===== config.mk =====
export PLATFORM = sky130hd
export DESIGN_NAME = uart_rx_os_flat
export DESIGN_NICKNAME = d
export VERILOG_FILES = /design/src/rtl/uart_rx_os_if.sv /design/src/rtl/uart_rx_os.sv /design/src/flat_wrapper.sv
export SDC_FILE = /design/constraint.sdc
export NUM_CORES = 1
export LEC_CHECK = 0
export CORE_UTILIZATION = 58
export CTS_CLUSTER_SIZE = 8
export DETAILED_ROUTE_END_ITERATION = 8
export PLACE_DENSITY_LB_ADDON = 0.12
export SETUP_SLACK_MARGIN = 0.3
export SLEW_MARGIN = 0
export SYNTH_ARGS = -nofsm -noshare
export SYNTH_HDL_FRONTEND = slang
export SYNTH_SLANG_ARGS = --single-unit
export TNS_END_PERCENT = 50

===== constraint.sdc =====
create_clock -name clk -period 3.6 [get_ports clk]
set_input_delay 0.72 -clock clk [delete_from_list [all_inputs] [get_ports clk]]
set_output_delay 0.72 -clock clk [all_outputs]
set_load 0.02 [all_outputs]

===== src/rtl/uart_rx_os_if.sv =====
// Receive-side character bus of uart_rx_os: one-entry holding register with
// valid/ready handshake plus per-character status flags.
interface uart_rx_os_if #(
    parameter int DATA_BITS = 8
) ();
    // data_valid means the holding register is full. A character moves on every
    // rising clk edge where data_valid && data_ready. data_out and the flags
    // stay stable while data_valid is high. data_ready may be asserted at any time.
    logic [DATA_BITS-1:0] data_out;
    logic                 data_valid;
    logic                 data_ready;
    logic                 parity_err;
    logic                 frame_err;
    logic                 break_det;
    logic                 overrun;

    modport master (
        output data_out,
        output data_valid,
        output parity_err,
        output frame_err,
        output break_det,
        output overrun,
        input  data_ready
    );

    modport slave (
        input  data_out,
        input  data_valid,
        input  parity_err,
        input  frame_err,
        input  break_det,
        input  overrun,
        output data_ready
    );
endinterface


===== src/rtl/uart_rx_os.sv =====
// Oversampling UART receiver: mid-bit sampling, 5-9 data bits, optional parity,
// 1/2 stop bits, parity/framing/break/overrun flags and a one-entry holding register.
module uart_rx_os #(
    parameter int DATA_BITS  = 8,
    parameter int OVERSAMPLE = 16,
    parameter int PARITY     = 0,
    parameter int STOP_BITS  = 1
) (
    input  logic         clk,
    input  logic         reset_n,
    input  logic         rx,
    input  logic         sample_tick,
    uart_rx_os_if.master bus,
    output logic [2:0]   state_dbg
);

    generate
        if (DATA_BITS < 5 || DATA_BITS > 9) begin : g_bad_data_bits
            $error("uart_rx_os: DATA_BITS must be in 5..9");
        end
        if (OVERSAMPLE < 4 || (OVERSAMPLE % 2) != 0) begin : g_bad_oversample
            $error("uart_rx_os: OVERSAMPLE must be even and >= 4");
        end
        if (PARITY < 0 || PARITY > 2) begin : g_bad_parity
            $error("uart_rx_os: PARITY must be 0, 1 or 2");
        end
        if (STOP_BITS != 1 && STOP_BITS != 2) begin : g_bad_stop_bits
            $error("uart_rx_os: STOP_BITS must be 1 or 2");
        end
    endgenerate

    localparam int TW = $clog2(OVERSAMPLE);
    localparam int BW = $clog2(DATA_BITS);

    localparam logic [TW-1:0] HALF_M1 = TW'(OVERSAMPLE / 2 - 1);
    localparam logic [TW-1:0] OS_M1   = TW'(OVERSAMPLE - 1);
    localparam logic [BW-1:0] DB_M1   = BW'(DATA_BITS - 1);
    localparam logic [BW-1:0] SB_M1   = BW'(STOP_BITS - 1);

    typedef enum logic [2:0] {
        IDLE      = 3'd0,
        START     = 3'd1,
        DATA      = 3'd2,
        PAR       = 3'd3,
        STOP      = 3'd4,
        WAIT_HIGH = 3'd5
    } state_t;

    state_t               state_q, state_d;
    logic [TW-1:0]        tick_q, tick_d;
    logic [BW-1:0]        bit_q, bit_d;
    logic [DATA_BITS-1:0] shift_q, shift_d;
    logic                 par_q, par_d;
    logic                 seen_one_q, seen_one_d;
    logic                 stop_bad_q, stop_bad_d;
    logic                 frame_done;
    logic                 frame_perr;

    logic                 rx_meta, rxs;

    logic [DATA_BITS-1:0] data_q;
    logic                 valid_q;
    logic                 perr_q, ferr_q, brk_q, ovr_q;
    logic                 accept, load;

    // Two-flop synchronizer; idle-high reset value so a reset never looks like a start bit.
    always_ff @(posedge clk or negedge reset_n) begin
        if (!reset_n) begin
            rx_meta <= 1'b1;
            rxs     <= 1'b1;
        end else begin
            rx_meta <= rx;
            rxs     <= rx_meta;
        end
    end

    always_ff @(posedge clk or negedge reset_n) begin
        if (!reset_n) begin
            state_q    <= IDLE;
            tick_q     <= '0;
            bit_q      <= '0;
            shift_q    <= '0;
            par_q      <= 1'b0;
            seen_one_q <= 1'b0;
            stop_bad_q <= 1'b0;
        end else begin
            state_q    <= state_d;
            tick_q     <= tick_d;
            bit_q      <= bit_d;
            shift_q    <= shift_d;
            par_q      <= par_d;
            seen_one_q <= seen_one_d;
            stop_bad_q <= stop_bad_d;
        end
    end

    always_comb begin
        state_d    = state_q;
        tick_d     = tick_q;
        bit_d      = bit_q;
        shift_d    = shift_q;
        par_d      = par_q;
        seen_one_d = seen_one_q;
        stop_bad_d = stop_bad_q;
        frame_done = 1'b0;

        if (sample_tick) begin
            unique case (state_q)
                IDLE: begin
                    if (!rxs) begin
                        state_d = START;
                        tick_d  = '0;
                        bit_d   = '0;
                    end
                end
                START: begin
                    if (tick_q == HALF_M1) begin
                        tick_d = '0;
                        bit_d  = '0;
                        // A start bit that is high again at mid-bit was a glitch.
                        if (rxs) begin
                            state_d = IDLE;
                        end else begin
                            state_d    = DATA;
                            seen_one_d = 1'b0;
                            stop_bad_d = 1'b0;
                        end
                    end else begin
                        tick_d = tick_q + TW'(1);
                    end
                end
                DATA: begin
                    if (tick_q == OS_M1) begin
                        tick_d     = '0;
                        shift_d    = {rxs, shift_q[DATA_BITS-1:1]};
                        seen_one_d = seen_one_q | rxs;
                        if (bit_q == DB_M1) begin
                            bit_d   = '0;
                            state_d = (PARITY != 0) ? PAR : STOP;
                        end else begin
                            bit_d = bit_q + BW'(1);
                        end
                    end else begin
                        tick_d = tick_q + TW'(1);
                    end
                end
                PAR: begin
                    if (tick_q == OS_M1) begin
                        tick_d     = '0;
                        bit_d      = '0;
                        par_d      = rxs;
                        seen_one_d = seen_one_q | rxs;
                        state_d    = STOP;
                    end else begin
                        tick_d = tick_q + TW'(1);
                    end
                end
                STOP: begin
                    if (tick_q == OS_M1) begin
                        tick_d     = '0;
                        stop_bad_d = stop_bad_q | ~rxs;
                        seen_one_d = seen_one_q | rxs;
                        if (bit_q == SB_M1) begin
                            bit_d      = '0;
                            frame_done = 1'b1;
                            // A low final stop bit may be a break; wait for the line to recover.
                            state_d    = rxs ? IDLE : WAIT_HIGH;
                        end else begin
                            bit_d = bit_q + BW'(1);
                        end
                    end else begin
                        tick_d = tick_q + TW'(1);
                    end
                end
                WAIT_HIGH: begin
                    if (rxs) begin
                        state_d = IDLE;
                        tick_d  = '0;
                        bit_d   = '0;
                    end
                end
                default: begin
                    state_d = IDLE;
                    tick_d  = '0;
                    bit_d   = '0;
                end
            endcase
        end
    end

    always_comb begin
        frame_perr = 1'b0;
        if (PARITY == 1) begin
            frame_perr = ~(^shift_q ^ par_q);
        end else if (PARITY == 2) begin
            frame_perr = ^shift_q ^ par_q;
        end
    end

    assign accept = valid_q & bus.data_ready;
    assign load   = frame_done & (~valid_q | bus.data_ready);

    always_ff @(posedge clk or negedge reset_n) begin
        if (!reset_n) begin
            data_q  <= '0;
            valid_q <= 1'b0;
            perr_q  <= 1'b0;
            ferr_q  <= 1'b0;
            brk_q   <= 1'b0;
            ovr_q   <= 1'b0;
        end else if (load) begin
            data_q  <= shift_q;
            valid_q <= 1'b1;
            perr_q  <= frame_perr;
            ferr_q  <= stop_bad_d;
            brk_q   <= ~seen_one_d;
            ovr_q   <= 1'b0;
        end else if (accept) begin
            valid_q <= 1'b0;
            perr_q  <= 1'b0;
            ferr_q  <= 1'b0;
            brk_q   <= 1'b0;
            ovr_q   <= 1'b0;
        end else if (frame_done) begin
            ovr_q <= 1'b1;
        end
    end

    assign bus.data_out   = data_q;
    assign bus.data_valid = valid_q;
    assign bus.parity_err = perr_q;
    assign bus.frame_err  = ferr_q;
    assign bus.break_det  = brk_q;
    assign bus.overrun    = ovr_q;
    assign state_dbg      = state_q;

endmodule


===== src/flat_wrapper.sv =====
// flat-port wrapper written by rule: the top's interface ports become plain ports
module uart_rx_os_flat 
#(
    parameter int DATA_BITS  = 8,
    parameter int OVERSAMPLE = 16,
    parameter int PARITY     = 0,
    parameter int STOP_BITS  = 1
)
  (clk, reset_n, rx, sample_tick, state_dbg, bus_data_out, bus_data_valid, bus_parity_err, bus_frame_err, bus_break_det, bus_overrun, bus_data_ready);
  uart_rx_os_if #(.DATA_BITS(DATA_BITS)) bus_i ();
  input  logic clk;
  input  logic reset_n;
  input  logic rx;
  input  logic sample_tick;
  output logic [2:0] state_dbg;
  output wire logic [$bits(bus_i.data_out)-1:0] bus_data_out;
  output wire logic [$bits(bus_i.data_valid)-1:0] bus_data_valid;
  output wire logic [$bits(bus_i.parity_err)-1:0] bus_parity_err;
  output wire logic [$bits(bus_i.frame_err)-1:0] bus_frame_err;
  output wire logic [$bits(bus_i.break_det)-1:0] bus_break_det;
  output wire logic [$bits(bus_i.overrun)-1:0] bus_overrun;
  input wire logic [$bits(bus_i.data_ready)-1:0] bus_data_ready;
  assign bus_data_out = bus_i.data_out;
  assign bus_data_valid = bus_i.data_valid;
  assign bus_parity_err = bus_i.parity_err;
  assign bus_frame_err = bus_i.frame_err;
  assign bus_break_det = bus_i.break_det;
  assign bus_overrun = bus_i.overrun;
  assign bus_i.data_ready = bus_data_ready;
  uart_rx_os #(.DATA_BITS(DATA_BITS), .OVERSAMPLE(OVERSAMPLE), .PARITY(PARITY), .STOP_BITS(STOP_BITS)) u_core (.clk(clk), .reset_n(reset_n), .rx(rx), .sample_tick(sample_tick), .bus(bus_i), .state_dbg(state_dbg));
endmodule

==> results of run 1 <==
-- worst paths after layout --
check / end
hold reg to reg: u_core.rxs
hold / removal: u_core.rxs
max in group asynchronous: u_core.rxs
setup / recovery: u_core.bus.data_out[3]
setup reg to reg: u_core.bus.data_out[3]
min in group asynchronous: u_core.bit_q[1]
-- state kept, by name, summed over array words and instances (netlist names) --
signal and cells:
u_core.seen_one_q 1, u_core.bus.data_out 8, u_core.tick_q 4, u_core.bus.break_det 1, u_core.stop_bad_q 1, u_core.state_dbg 3
u_core.rxs 1, u_core.rx_meta 1, u_core.bus.overrun 1, u_core.shift_q 8, u_core.bus.data_valid 1, u_core.bus.frame_err 1
u_core.bit_q 3
-- placed cells by master, fill, tap and decap left out, drive strengths merged, types with 4 or more instances in the layout --
cell / instances
clkbuf: 5
nand2: 16
inv: 4
dfrtp: 32
nor2: 7
a21oi: 4
ha: 4
o21ai: 8
clkdlybuf4s50: 19
mux2: 19
-- through the flow --
step / instance area [um2] / instances / worst slack [ps] / total power, uW
after floorplan: 1690 / 140 / 1680 / 749
after global placement: 1870 / 186 / 864 / 810
after detailed placement: 1870 / 186 / 757 / 821
after CTS: 1960 / 194 / 1110 / 1110
after global routing: 1960 / 194 / 1050 / 1170
final: 1960 / 194 / 1120 / 1090
-- worst register-to-register path: stages (launching register included) --
cell and delay [ps]:
dfrtp_1 580, nor3b_4 350, and3_1 370, and2b_1 400
mux2_2 390
-- layer usage --
layer  global-route usage [%]  share of wire, %  routed length [um]  up-vias
met5                        0                 0                   0        -
met4                     9.06               1.7                  48        0
met3                     6.51               3.6                 102        7
met2                     31.8                45                1270       21
met1                     28.9                50                1400      537
li1                         -                 -                   -      538
-- power by group through the flow --
stage / registers [uW] / clock network [uW] / logic [uW]
2_1_floorplan: 485 / 0 / 264
3_3_place_gp: 502 / 0 / 308
3_5_place_dp: 506 / 0 / 315
4_1_cts: 498 / 292 / 316
5_1_grt: 510 / 308 / 349
6_report: 498 / 282 / 314
-- layout make-up --
cell class / count / area (um2)
well taps: 31 / 38.8
repair buffers: 20 / 198
flip-flops and latches: 34 / 853
inverters: 4 / 15.0
clock inverters: 3 / 45.0
fillers: 205 / 801
multi-input cells: 97 / 769
clock buffers: 5 / 37.5
-- kinds of logic after synthesis --
| family | count (synthesis) | share of synthesized area, % |
|---|---|---|
| AND/OR/NAND/NOR | 47 | 17.5 |
| flip-flops | 34 | 50.6 |
| AO/OA/AOI/OAI | 22 | 9.57 |
| multiplexers | 21 | 14.3 |
| buffers and inverters | 9 | 3.78 |
| adder cells (fa/ha/maj) | 4 | 2.97 |
| XOR/XNOR | 2 | 1.04 |
| other | 1 | 0.222 |
-- cell usage after synthesis (2+ instances only) --
library cell  instances
o21ai_0               7
buf_4                 2
a21oi_1               4
mux2_4                2
nand3_1               3
nor3_1                2
dfrtp_1              32
dfstp_2               2
mux2i_1               2
buf_6                 3
nor4_1                2
ha_1                  4
inv_1                 4
nand3b_1              2
nor2_1                5
nor3b_1               2
nand2_1              16
nand2b_1              3
mux2_2               17
==> results.md, run 1 <==
* Max Cap Viol at 0
* Ys flop type: dfrtp_1
* Via count at 1,103
* Finish-stage setup viols at 0
* Worst setup EP type: flip-flop
* WS Path Type: input pin to flip-flop
* Leak at roughly 0.0009 uW
* Worst hold stages at 0
* Fin crit share at between 60% and 70%
* Cts bufs inserted at 5
* Final max-slew violation count at 0
* Top-level port count at 21
* DP Wirelength at about 2000 um
* Die Height at 55.9 um
* Pin count of the biggest net entering global routing at 35
* Die W at 55.9 um
* Initial antenna violation count at 0
* Clk slew on worst S/H paths at 110 ps
* Worst slew margin at between 60% and 70%
* First-pass GRT wire length at ~5100 um
* R2R depth at 4
* Grt ovf at 0
* FF-to-FF Start: u_core.state_dbg[0]
* FF-to-FF setup slack at around 1400 ps
* Vias per cell at ~5.7
* Root buf cell: clkbuf_4
* Die footprint at around 3100 um2
* Unrepaired setup endpoints after global routing: false
* Worst endpoint required time at around 3800 ps
* Seq pwr share at 45.5%
* WL/cell at around 15 um
* Routability cong. at around 0.78
* Post-synth EDFFs at 0
* Longest Clk Path Bufs at 2
* Ordered cell list for the critical path: clkdlybuf4s50_1 > and4_1 > and3_1 > and2b_1 > mux2_2
* Switch share at 33.9%
* Final Hold Vio Count at 0
* 1st-iter DRT viols at 30
* #FFs+latches synth at 34
* Hold crit path type: flip-flop to flip-flop
* Top cell type by total area after synthesis: dfrtp_1
* Synthesized Nets at roughly 150
* Fmax at roughly 400 MHz
* # hold bufs at CTS at 0
* Slowest stage delay, CP at 570 ps
* CTS tree: yes
* Min-delay src: u_core.rx_meta
* Site Rows at 19
* Critical path origin: sample_tick
* Slowest cell on the critical path: clkdlybuf4s50_1
* Netlist cell types at 45
* Worst vdd ir at 0.392 mV
* Layout cells sized above 1 at between 20 and 30%
* CP Max Fanout at 8
* Area delta synth->final at 16.0%
* DRC errors left at 0
* ANT cells at 0
* Synth Cell Area at 1690 um2
* Status: completed
* Internal power at ~720 uW
* Worst Path Buf+Inv at 1
* Critical path arrival at between 2000 and 3000 ps
* Clock group share of total power at 25.8%
* Async SR Flop Fraction at between 90% and 100%
* Post-Synthesis Cells at 140
* Actual slew at the worst max-slew pin at between 500 and 600 ps
* Post_cts resized at 0
* Sw Pwr at approximately 370 uW
* Worst-Skew Late Latency at 340 ps
* Final Hold Slack at 361 ps
* Syn Area/Cell at ~12 um2
* Logic pwr share at roughly 29%
* Initial Utilization at approximately 61%
* Port bufs at 19
* Clk sinks at 34
* PD cells at 559 nW/um2
* Top area cells in the synthesized netlist: dfrtp_1, mux2_2, nand2_1
* Register area share after synthesis at 50.6%
* Final core occ at between 70% and 80%
* Fin nets at around 170
* Critical path depth at 5
* Top cell type's share of synthesized area at a little under half
* Setup TNS at 0 ps
* Postcts setup bufs at 0
* Router iterations before antenna repair at 4
* H-tree depth at 2
* Clk_skew at ~15 ps
* Overall Global Routing Usage at approximately a fifth
* CP top delay family: simple AND/OR/NAND/NOR gates
* Vias in the first global route at between 1,000 and 1,500
* Fin crit period at about 2500 ps
* Setup crit start kind: input pin
* Antenna-violating nets left at 0
* Synth warn at 0
* WL final at 2820 um
* Core Footprint at 2760 um2
(Power assumes the default switching activity.)
==> inputs of run 2 (changes only) <==
--- a/config.mk
+++ b/config.mk
@@ -5,7 +5,7 @@
 export SDC_FILE = /design/constraint.sdc
 export NUM_CORES = 1
 export LEC_CHECK = 0
-export CORE_UTILIZATION = 58
+export CORE_UTILIZATION = 54
 export CTS_CLUSTER_SIZE = 8
 export DETAILED_ROUTE_END_ITERATION = 8
 export PLACE_DENSITY_LB_ADDON = 0.12
==> constraint.sdc (replaced) <==
create_clock -name clk -period 2.3 [get_ports clk]
set_input_delay 0.46 -clock clk [delete_from_list [all_inputs] [get_ports clk]]
set_output_delay 0.46 -clock clk [all_outputs]
set_load 0.02 [all_outputs]
==> results.md, run 2 (same netlist as run 1, synthesis figures left out) <==
* Finish-stage setup viols at 0 (unchanged)
* Fin crit period at ~1900 ps
* Clk sinks at 34 (unchanged)
* Longest Clk Path Bufs at 2 (unchanged)
* Worst R2R End: u_core.bus.data_out[3] (unchanged)
* Final max-slew violation count at 0 (unchanged)
* Worst setup EP type: output pin (was flip-flop)
* Die footprint at 3350 um2 (was 3130 um2)
* DP Wirelength at 2040 um (was 2020 um)
* First-pass GRT wire length at 5050 um (was 5060 um)
* Cts bufs inserted at 5 (unchanged)
* Top-level port count at 21 (unchanged)
* Die W at 57.9 um (was 55.9 um)
* Most common cell after layout, fill and taps aside: dfrtp_1 (unchanged)
* CP top delay family: buffers and inverters (was simple AND/OR/NAND/NOR gates)
* Worst hold stages at 0 (unchanged)
* Fin crit share at a little over four fifths
* Worst endpoint required time at 1840 ps (was 3840 ps)
* Routability cong. at 0.767 (was 0.783)
* # hold bufs at CTS at 0 (unchanged)
* Fin nets at 175 (was 171)
* 1st-iter DRT viols at 17 (was 30)
* WS Path Type: flip-flop to output pin (was input pin to flip-flop)
* Via count at 1,105 (was 1,103)
* Unrepaired setup endpoints after global routing: false (unchanged)
* Final core occ at 69.9% (was 71.0%)
* WL final at 2860 um (was 2820 um)
* Setup TNS at 0 ps (unchanged)
* Worst-Skew Late Latency at 340 ps (about the same)
* Port bufs at 19 (unchanged)
* Router iterations before antenna repair at 8 (was 4)
* Critical path depth at 1 (was 5)
* Layout cells sized above 1 at 28.7% (was 25.2%)
* Placed insts at 188 (was 186)
* Hold Path End: u_core.rxs (unchanged)
* Final Hold Vio Count at 0 (unchanged)
* PD cells at 886 nW/um2 (was 559 nW/um2)
* FF-to-FF setup slack at 450 ps (was 1410 ps)
* Layout fillers at 214 (was 205)
* Highest-count cells in the layout ignoring fill and taps: dfrtp_1, clkdlybuf4s50_1, mux2_2, nand2_1, o21ai_0 (unchanged)
* Non-Filler Instances at 198 (was 194)
* CTS tree: yes (unchanged)
* Max Cap Viol at 0 (unchanged)
* Clk_skew at 12.1 ps (was 15.0 ps)
* Area delta synth->final at 18.2% (was 16.0%)
* Initial antenna violation count at 0 (unchanged)
* Critical path arrival at 1470 ps (was 2720 ps)
* Pin count of the biggest net entering global routing at 35 (unchanged)
* Worst Path Buf+Inv at 1 (unchanged)
* R2R depth at 5 (was 4)
* Slowest cell on the critical path: clkdlybuf4s50_1 (unchanged)
* Failing checks: DRC
* Vias in the first global route at 1,126 (was 1,081)
* Core Footprint at 2850 um2 (was 2760 um2)
* Worst vdd ir at 0.559 mV (was 0.392 mV)
* Clk slew on worst S/H paths at 110 ps (about the same)
* Overall Global Routing Usage at 20.4% (was 21.3%)
* Grt ovf at 0 (unchanged)
* Root buf cell: clkbuf_4 (unchanged)
* Ordered cell list for the critical path: clkdlybuf4s50_1 (was clkdlybuf4s50_1 > and4_1 > and3_1 > and2b_1 > mux2_2)
* Final Hold Slack at 379 ps (was 361 ps)
* Leak at 0.000918 uW (was 0.000894 uW)
* Slowest stage delay, CP at 640 ps (was 570 ps)
* Die Height at 57.9 um (was 55.9 um)
* WL/cell at 14.4 um (was 14.5 um)
* Setup crit start kind: flip-flop (was input pin)
* Hold crit path type: flip-flop to flip-flop (unchanged)
* Site Rows at 19 (unchanged)
* CP Max Fanout at 10 (was 8)
* Initial Utilization at 59.1% (was 61.2%)
* ANT cells at 0 (unchanged)
* FF-to-FF Start: u_core.tick_q[0] (was u_core.state_dbg[0])
* H-tree depth at 2 (unchanged)
* Vias per cell at 5.58 (was 5.69)
* Antenna-violating nets left at 0 (unchanged)
* Min-delay src: u_core.rx_meta (unchanged)
* Status: finished, violations left (was completed)
* DRC errors left at 2 (was 0)
* Fmax at just over 500 MHz
-- run 2: cell types whose count changed in the layout (fill, tap and decap cells not counted), sizes merged --
cell      before  now
buf            1    5
clkbuf         5    7
clkinvlp       2    0
-- run 2: final cells by class --
class,count,area [um2],share of cell area [%]
Timing Repair Buffer,24,228,11.4
Sequential cell,34,857,43.0
Tap cell,31,38.8,1.94
Clock inverter,1,30.0,1.51
Clock buffer,7,55.1,2.76
Inverter,4,15.0,0.753
Multi-Input combinational cell,97,771,38.6
-- run 2: report_power, final --
group	switching (uW)	leakage [uW]	internal [uW]	total (uW)
clock network	202	0.0000455	259	461
registers	92.6	0.000452	667	759
logic	281	0.000420	266	546
-- run 2: how the worst max path moves through the flow --
stage	end	slack [ps]	from
2_1_floorplan	u_core.bus.data_out[0]	480	u_core.state_dbg[2]
4_1_cts	state_dbg[0]	270	u_core.state_dbg[0]
6_report	state_dbg[1]	370	u_core.state_dbg[1]
5_1_grt	state_dbg[2]	310	u_core.state_dbg[2]
3_5_place_dp	u_core.bus.data_out[1]	30	sample_tick
3_3_place_gp	u_core.bus.data_out[2]	90	sample_tick
-- run 2: repair_timing --
| item | 4_1_cts | 5_1_grt |
|---|---|---|
| endpoints found under the hold margin | 0 | 0 |
| resized for setup | 3 | 1 |
| buffers inserted | 0 | 2 |
| endpoints found under the setup margin | 7 | 9 |
| gates cloned | 0 | 0 |
-- run 2: routing by layer --
layer | global-route usage [%] | wire length [um] | part of all wire (%)
met5 | 0 | 0 | 0
met4 | 8.16 | 54 | 1.9
met3 | 6.25 | 117 | 4.1
met2 | 31.5 | 1360 | 48
met1 | 27.0 | 1320 | 46
-- run 2: through the flow --
step / area [um2] / total power [uW] / setup WS [ps]
3_5_place_dp: 1890 / 1290 / 26.9
3_3_place_gp: 1890 / 1270 / 90.7
2_1_floorplan: 1690 / 1170 / 477
5_1_grt: 1990 / 1880 / 306
6_report: 1990 / 1770 / 373
4_1_cts: 1980 / 1760 / 267
==> inputs of run 3 (changes only) <==
==> constraint.sdc (replaced) <==
create_clock -name clk -period 1.9 [get_ports clk]
set_input_delay 0.38 -clock clk [delete_from_list [all_inputs] [get_ports clk]]
set_output_delay 0.38 -clock clk [all_outputs]
set_load 0.02 [all_outputs]
==> results.md, run 3 (same netlist as run 1, synthesis figures left out) <==
* # hold bufs at CTS at 0 (unchanged)
* ANT cells at 0 (unchanged)
* First-pass GRT wire length at 6030 um (was 5050 um)
* Fmax at ~570 MHz
* WL/cell at 18.0 um (was 14.4 um)
* Worst slew margin at between 60% and 70%
* Initial antenna violation count at 0 (unchanged)
* Initial Utilization at 59.1% (unchanged)
* Most common cell after layout, fill and taps aside: dfrtp_1 (unchanged)
* Leak at 0.00123 uW (was 0.000918 uW)
* Status: finished, violations left (unchanged)
* WL final at 4020 um (was 2860 um)
* Vias in the first global route at 1,258 (was 1,126)
* Instance area after placement at 1990 um2 (was 1890 um2)
* Die W at 57.9 um (unchanged)
* Worst setup EP type: flip-flop (was output pin)
* Worst vdd ir at 0.953 mV (was 0.559 mV)
* WS Path Type: flip-flop to flip-flop (was flip-flop to output pin)
* Antenna-violating nets left at 0 (unchanged)
* Layout cells sized above 1 at 44.8% (was 28.7%)
* Unrepaired setup endpoints after global routing: true (was false)
* Fin nets at 200 (was 175)
* Via count at 1,264 (was 1,105)
* Final instance area at 2370 um2 (was 1990 um2)
* Worst hold stages at 0 (unchanged)
* Finish-stage setup viols at 0 (unchanged)
* Area delta synth->final at 40.4% (was 18.2%)
* Actual slew at the worst max-slew pin at around 530 ps
* Routability cong. at 0.785 (was 0.767)
* Top-level port count at 21 (unchanged)
* Clk slew on worst S/H paths at 100 ps (was 110 ps)
* Site Rows at 19 (unchanged)
* 1st-iter DRT viols at 63 (was 17)
* Worst endpoint required time at 2130 ps (was 1840 ps)
* Die footprint at 3350 um2 (unchanged)
* Fin crit period at approximately 1800 ps
* Setup crit start kind: flip-flop (unchanged)
* Overall Global Routing Usage at 24.9% (was 20.4%)
* Final Hold Vio Count at 0 (unchanged)
* Critical path arrival at 1990 ps (was 1470 ps)
* Max Cap Viol at 0 (unchanged)
* Port bufs at 19 (unchanged)
* Longest Clk Path Bufs at 2 (unchanged)
* DRC errors left at 2 (unchanged)
* Router iterations before antenna repair at 6 (was 8)
* CTS tree: yes (unchanged)
* Total power at 2490 uW (was 1770 uW)
* DP Wirelength at 2180 um (was 2040 um)
* Worst-Skew Late Latency at 330 ps (was 340 ps)
* H-tree depth at 2 (unchanged)
* Clk_skew at 9.10 ps (was 12.1 ps)
* Fin crit share at between 90% and 100%
* CP Max Fanout at 8 (was 10)
* Failing checks: DRC (unchanged)
* Pin count of the biggest net entering global routing at 26 (was 35)
* Vias per cell at 5.67 (was 5.58)
* Die Height at 57.9 um (unchanged)
* Cts bufs inserted at 5 (unchanged)
* PD cells at 1050 nW/um2 (was 886 nW/um2)
* Grt ovf at 0 (unchanged)
* Root buf cell: clkbuf_4 (unchanged)
* Hold crit path type: flip-flop to flip-flop (unchanged)
* Highest-count cells in the layout ignoring fill and taps: dfrtp_1, buf_4, nand2_1, mux2_4 (was dfrtp_1, clkdlybuf4s50_1, mux2_2, nand2_1, o21ai_0)
* Final max-slew violation count at 0 (unchanged)
* Core Footprint at 2850 um2 (unchanged)
* Clk sinks at 34 (unchanged)
* R2R depth at 7 (was 5)
[run 3: layout make-up]
cell class	instances	area [um2]
inverters	4	15.0
well taps	31	38.8
repair buffers	49	484
multi-input cells	97	887
flip-flops and latches	34	857
fillers	161	485
clock buffers	7	55.1
clock inverters	1	30.0
[run 3: timing repair]
item                       in CTS  in global routing
pin swaps                       3                  9
setup buffers                  11                  8
gates resized for setup        26                 19
setup endpoints to repair      41                 41
[run 3: path summary, 6_finish.rpt]
| check | startpoint | slack (ps) | end |
|---|---|---|---|
| worst max-delay path | u_core.bit_q[0] | 140 | u_core.bus.data_out[2] |
| worst max register to register | u_core.bit_q[0] | 140 | u_core.bus.data_out[2] |
| worst min-delay path | u_core.rx_meta | 360 | u_core.rxs |
| max in group asynchronous | reset_n | 1000 | u_core.state_dbg[0] |
| worst min register to register | u_core.rx_meta | 360 | u_core.rxs |
| min in group asynchronous | reset_n | 380 | u_core.bit_q[1] |
[run 3: report_power, final]
part / internal, uW / total, uW / switching [uW] / leakage, uW
Combinational: 512 / 994 / 482 / 0.000728
Sequential: 807 / 947 / 140 / 0.000452
Clock: 314 / 552 / 238 / 0.0000455
[run 3: critical path: stages, from the launching register on]
cell,delay (ps)
dfrtp_1,420
inv_1,70
ha_2,180
nor2b_4,170
and3_4,200
and2b_2,180
buf_12,140
mux2_4,300
[run 3: through the flow]
step | setup WS [ps] | TNS (ps) | hold slack (ps) | instances | utilization [%]
final | 136 | 0 | 361 | 223 | 83.0
after floorplan | 119 | 0 | 84.4 | 140 | -
after detailed placement | -132 | -954 | 348 | 196 | 69.8
after global placement | -86.8 | -690 | 346 | 196 | 69.8
after CTS | 81.7 | 0 | 362 | 215 | 78.6
after global routing | 77.3 | 0 | 364 | 223 | 83.0
[run 3: per-layer routing]
metal  track usage [%]  wire, um  up-vias  part of all wire, %
met4              13.6        81        0                  2.0
met2              39.4      2030       38                   50
met3              6.03       170       10                  4.2
met5                 0         0        -                    0
li1                  -         -      596                    -
met1              31.6      1740      620                   43
